[src/rtl/single_min_arbiter.sv]
// Round-robin arbiter sharing one pipelined single_min unit between two requesters.
// A {valid,id} tag pipeline tracks each issued operation so its result returns to the issuer.
module single_min_arbiter #(
    parameter int unsigned LATENCY = 2
) (
    input  logic        clk,
    input  logic        rst,
    input  logic [31:0] in_a_0,
    input  logic [31:0] in_b_0,
    input  logic        in_stb_0,
    output logic        in_ack_0,
    input  logic [31:0] in_a_1,
    input  logic [31:0] in_b_1,
    input  logic        in_stb_1,
    output logic        in_ack_1,
    output logic [31:0] min_a,
    output logic [31:0] min_b,
    input  logic [31:0] min_z,
    output logic [31:0] out_z_0,
    output logic        out_stb_0,
    output logic [31:0] out_z_1,
    output logic        out_stb_1,
    output logic        idle
);

    logic             ptr_q, ptr_d;
    logic             grant_0, grant_1;
    logic             xfer, win_id;
    logic [31:0]      min_a_q, min_a_d;
    logic [31:0]      min_b_q, min_b_d;
    logic [31:0]      out_z_0_q, out_z_1_q;
    logic             out_stb_0_q, out_stb_1_q;
    logic [LATENCY:0] tag_v_q, tag_v_d;
    logic [LATENCY:0] tag_id_q, tag_id_d;
    logic             done_v, done_id;

    // Acks are suppressed while in reset so no request is consumed by a discarded edge.
    always_comb begin
        grant_0 = !rst && in_stb_0 && (!in_stb_1 || !ptr_q);
        grant_1 = !rst && in_stb_1 && (!in_stb_0 || ptr_q);
        xfer    = grant_0 || grant_1;
        win_id  = grant_1;
        ptr_d   = xfer ? !win_id : ptr_q;
        min_a_d = min_a_q;
        min_b_d = min_b_q;
        if (grant_0) begin
            min_a_d = in_a_0;
            min_b_d = in_b_0;
        end else if (grant_1) begin
            min_a_d = in_a_1;
            min_b_d = in_b_1;
        end
        tag_v_d     = tag_v_q << 1;
        tag_v_d[0]  = xfer;
        tag_id_d    = tag_id_q << 1;
        tag_id_d[0] = win_id;
    end

    assign done_v  = tag_v_q[LATENCY];
    assign done_id = tag_id_q[LATENCY];

    always_ff @(posedge clk or posedge rst) begin
        if (rst) begin
            ptr_q       <= 1'b0;
            min_a_q     <= '0;
            min_b_q     <= '0;
            tag_v_q     <= '0;
            tag_id_q    <= '0;
            out_z_0_q   <= '0;
            out_z_1_q   <= '0;
            out_stb_0_q <= 1'b0;
            out_stb_1_q <= 1'b0;
        end else begin
            ptr_q       <= ptr_d;
            min_a_q     <= min_a_d;
            min_b_q     <= min_b_d;
            tag_v_q     <= tag_v_d;
            tag_id_q    <= tag_id_d;
            out_stb_0_q <= done_v && !done_id;
            out_stb_1_q <= done_v && done_id;
            if (done_v && !done_id) out_z_0_q <= min_z;
            if (done_v && done_id)  out_z_1_q <= min_z;
        end
    end

    assign in_ack_0  = grant_0;
    assign in_ack_1  = grant_1;
    assign min_a     = min_a_q;
    assign min_b     = min_b_q;
    assign out_z_0   = out_z_0_q;
    assign out_z_1   = out_z_1_q;
    assign out_stb_0 = out_stb_0_q;
    assign out_stb_1 = out_stb_1_q;
    assign idle      = ~|tag_v_q;

endmodule
[config.mk]
export PLATFORM = sky130hd
export DESIGN_NAME = single_min_arbiter
export DESIGN_NICKNAME = d
export VERILOG_FILES = /design/src/rtl/single_min_arbiter.sv
export SDC_FILE = /design/constraint.sdc
export NUM_CORES = 1
export LEC_CHECK = 0
export ABC_AREA = 1
export CAP_MARGIN = 20
export CORE_MARGIN = 2
export CORE_UTILIZATION = 45
export CTS_BUF_LIST = sky130_fd_sc_hd__clkbuf_16
export CTS_CLUSTER_DIAMETER = 120
export CTS_CLUSTER_SIZE = 12
export DETAILED_ROUTE_END_ITERATION = 7
export PLACE_DENSITY = 0.95
export SLEW_MARGIN = 30
export SYNTH_ARGS = -nofsm -noshare
export SYNTH_HDL_FRONTEND = slang
export SYNTH_SLANG_ARGS = --single-unit
[constraint.sdc]
create_clock -name clk -period 9.65 [get_ports clk]
set_clock_uncertainty 0.05 [all_clocks]
set_input_delay 1.93 -clock clk [delete_from_list [all_inputs] [get_ports clk]]
set_output_delay 1.93 -clock clk [all_outputs]
set_load 0.05 [all_outputs]
# == Yosys cells after proc, flatten, opt, wreduce, memory -nomap -nowiden ==
# Cells that the tools add are included.
# totals
elab_cells,31
regBits,137
in_bits,164
out_inout_bits,133
# classes
mux,4
n_reduce_logical,18
# ops
cell,n
$mux W32,4
$logic_not A1 Y1,7
$logic_and A1 B1 Y1,6
$logic_or A1 B1 Y1,3
$reduce_or A3 Y1,1
$reduce_bool A2 Y1,1

# == Logic depth before layout (Yosys ltp) ==
# depth
ltp_word,5
depth_mapped,7
ltp_nobuf,5

# == Worst setup path after synthesis ==
# No wires, ideal clock.
# synth_path
kind,input -> output
from,input port rst
to,output port in_ack_0
arrival_time_ns,4.522
required_time_ns,7.670
cell_stages,5
path_slack_ns,3.148
n_path_buf,2
cell_sequence,inv_2 > nand3_1 > buf_4 > buf_2 > inv_1
# synth_via
elab_chain_cells,3
# synth_lines
element,line_no,rtl
from (decl),7,"input logic rst,"
$logic_not A1 Y1 (no source line),n/a,
$logic_and A1 B1 Y1 (2 in series),39,grant_0 = !rst && in_stb_0 && (!in_stb_1 || !ptr_q);
to (decl),11,"output logic in_ack_0,"
# Every way passes these cells.

# == Final worst setup path ==
# layout_path
from,input port rst
to,output port in_ack_1
# layout_via
elab_chain_cells,3
# layout_lines
element,line_no,rtl
$logic_not A1 Y1 (no source line),n/a,
$logic_and A1 B1 Y1 (2 in series),40,grant_1 = !rst && in_stb_1 && (!in_stb_0 || ptr_q);
to (decl),15,"output logic in_ack_1,"
# Every way passes these cells.

==> flow_metrics.tcl <==
set metrics [dict create \
    status "finished, final reports clean" \
    core_sq_mm 0.01372 \
    clk_latency_ns 0.41 \
    critPathLaunchType "primary input" \
    vias_per_cell 4.970 \
    met3_usage_pct 7.678 \
    peakVddDrop_mv 0.1072 \
    root_buffer "clkbuf_16" \
    final.setup.tns_ns 0 \
    hp-class "flop to flop" \
    die_h_um 121.9 \
    crit_start "rst" \
    drtIter0Drc 443 \
    post-dp-hpwl_mm 12.92 \
    grt_pass1_wl_mm 30.14 \
    min_delay_path_depth 0 \
    start_util_pct 45.63 \
    synth.distinct_cells 16 \
    cts.sinks 137 \
    max_freq_mhz 161.6 \
    clk_path_buf_depth 2 \
    clkTransAtPathRegs_ns 0.06 \
    slew_headroom_pct 49.59 \
    die_x_um 121.9 \
    power_mw 2.117 \
    final_common_cell "clkdlybuf4s50_1" \
    diodes 0 \
    slowest_stage "clkdlybuf4s50_1" \
    syn-num-nets 975 \
    wire_per_inst_um 14.95 \
    required_ns 7.67 \
    syn_avg_cell_area_sq_um 7.719 \
    setup_viol 0 \
    post-route-period-util_pct 64.12 \
    cts_tree "built" \
    gr-max-usage-layer "met2" \
    slew_violations 0 \
    post_cts_buffers 0 \
    synth-seq-cells 137 \
    vias 6337 \
    maxCapViolations 0 \
    met1_usage_pct 30.33 \
    drc 0 \
    antenna_left 0 \
    synth_top_area_share_pct 54.77 \
    synth_warnings 0 \
    drtPass1Iterations 7 \
    syn_area_sq_mm 0.006260 \
    holdBufCountCts 0 \
    cp.arrival_ns 4.21 \
    crit_type "primary input to primary output" \
    fillers 998 \
    dpl.cell_count 1244 \
    rsz0062_at_grt "no" \
    multi_input_area_sq_mm 0.002004 \
    place.gp.congestion 0.8287 \
    wl_mm 19.07 \
    place_ws_ns 3.429 \
    synth_cells 811 \
    reg2reg_setup_slack_ns 8.00 \
    dieArea_sq_mm 0.01487 \
    slowest_delay_ns 0.83 \
    fin_nets 1247 \
    antenna_found_initial 0 \
    reg2regPathDepth 5 \
    grt_usage_pct 25.94 \
    p_leak_nw 5.130 \
    grt_max_degree 84 \
    cts_resized 0 \
    cts_made_buffers 17 \
    synthToLayoutAreaGrowth_pct 57.69 \
    hold_slack_ns 0.3230 \
    final.min_clock_period_ns 6.187 \
    cellPowerDensity_mw_per_mm2 214.5 \
    synth_area_leader_cell "dfrtp_1" \
    crit_chain "clkdlybuf4s50_1 > inv_6 > nand2_1 > a21oi_1 > clkdlybuf4s50_1" \
    drive_above_1_share_pct 4.018 \
    yosysSeqAreaShare_pct 54.77 \
    path_max_fanout 83 \
    critPathCaptureType "primary output" \
    r2r_end "min_b[0]$_DFFE_PP0P_" \
    fin_ws_ns 3.463 \
    rows 43 \
    ioPinCount 297 \
    final_hold_viol_count 0 \
    worst_r2r_startpoint "ptr_q$_DFFE_PP0P_" \
    regArea_sq_mm 0.003428 \
    path_common_cell "clkdlybuf4s50_1" \
    use_met2_pct 44.87 \
    synth_area_leaders "dfrtp_1 (55%), nand2_1 (16%), nand3_1 (10%)" \
    io_buffers 296 \
    endpoint "in_ack_1" \
    mostFrequentLayoutCells "clkdlybuf4s50_1 (296), nand2_1 (257), inv_1 (166), dfrtp_1 (137), nand3_1 (128)" \
    grt-ovfl-total 0 \
    worst_pin_slew_ns 0.7562 \
    cts_htree_levels 4 \
    final_cells 1275 \
    grt_pass1_vias 6148 \
]
-- final cells by class --
type	count	share of cell area (%)
Multi-Input combinational cell	458	20.31
Inverter	168	6.465
Tap cell	180	2.282
Clock inverter	14	1.508
Sequential cell	137	34.73
Timing Repair Buffer	301	30.40
Clock buffer	17	4.310
-- synthesized netlist by cell type, drive strengths merged --
library cell  number
or2                1
inv              168
buf               33
nor2               1
dfrtp            137
a21oi              1
nand3            129
clkbuf            15
nand2            259
o21ai             66
nor3               1
-- worst max-delay path: cells and delay by family --
family | cells | cell delay, ns
buffers and inverters | 3 | 1.94
and+or+nand+nor | 1 | 0.10
AOI/OAI and AO/OA | 1 | 0.18
-- power breakdown --
group          leakage (nW)  internal (mW)  switching (mW)
Sequential             1.68          0.667          0.0552
Combinational          3.17          0.261           0.501
Clock                 0.283          0.380           0.253
-- flip-flops by register name, summed over array words and instances, names as in the netlist --
signal	cells
tag_id_q	3
min_a	32
out_stb_0	1
out_z_0	32
min_b	32
ptr_q	1
out_stb_1	1
tag_v_q	3
out_z_1	32
-- metal layers --
layer,up-vias,wire [um]
li1,2986,-
met4,0,573
met2,326,9546
met1,2976,7080
met3,49,1864
met5,-,0
-- cells by family (layout without fill, tap and decap cells) --
| logic type | after synthesis | in the layout | share of synthesized area (%) |
|---|---|---|---|
| AO/OA/AOI/OAI | 67 | 67 | 5.417 |
| buffers and inverters | 216 | 500 | 13.61 |
| flip-flops | 137 | 137 | 54.77 |
| AND/OR/NAND/NOR | 391 | 391 | 26.20 |
-- how the worst min path moves through the flow --
| stage | slack [ns] | end | from |
|---|---|---|---|
| 6_report | 0.32 | tag_id_q[1]$_DFF_PP0_ | tag_id_q[0]$_DFF_PP0_ |
| 5_1_grt | 0.33 | tag_v_q[2]$_DFF_PP0_ | tag_v_q[1]$_DFF_PP0_ |
| 4_1_cts | 0.32 | tag_id_q[1]$_DFF_PP0_ | tag_id_q[0]$_DFF_PP0_ |
| 3_5_place_dp | 0.31 | tag_id_q[1]$_DFF_PP0_ | tag_id_q[0]$_DFF_PP0_ |
| 3_3_place_gp | 0.31 | tag_v_q[2]$_DFF_PP0_ | tag_v_q[1]$_DFF_PP0_ |
| 2_1_floorplan | 0.28 | tag_id_q[1]$_DFF_PP0_ | tag_id_q[0]$_DFF_PP0_ |
-- stage by stage --
step	area, sq um	util (%)
after global placement	9286	67.69
after detailed placement	9289	67.71
after global routing	9871	71.95
after floorplan	6260	-
final	9871	71.95
after CTS	9863	71.89
(Power assumes the default switching activity.)
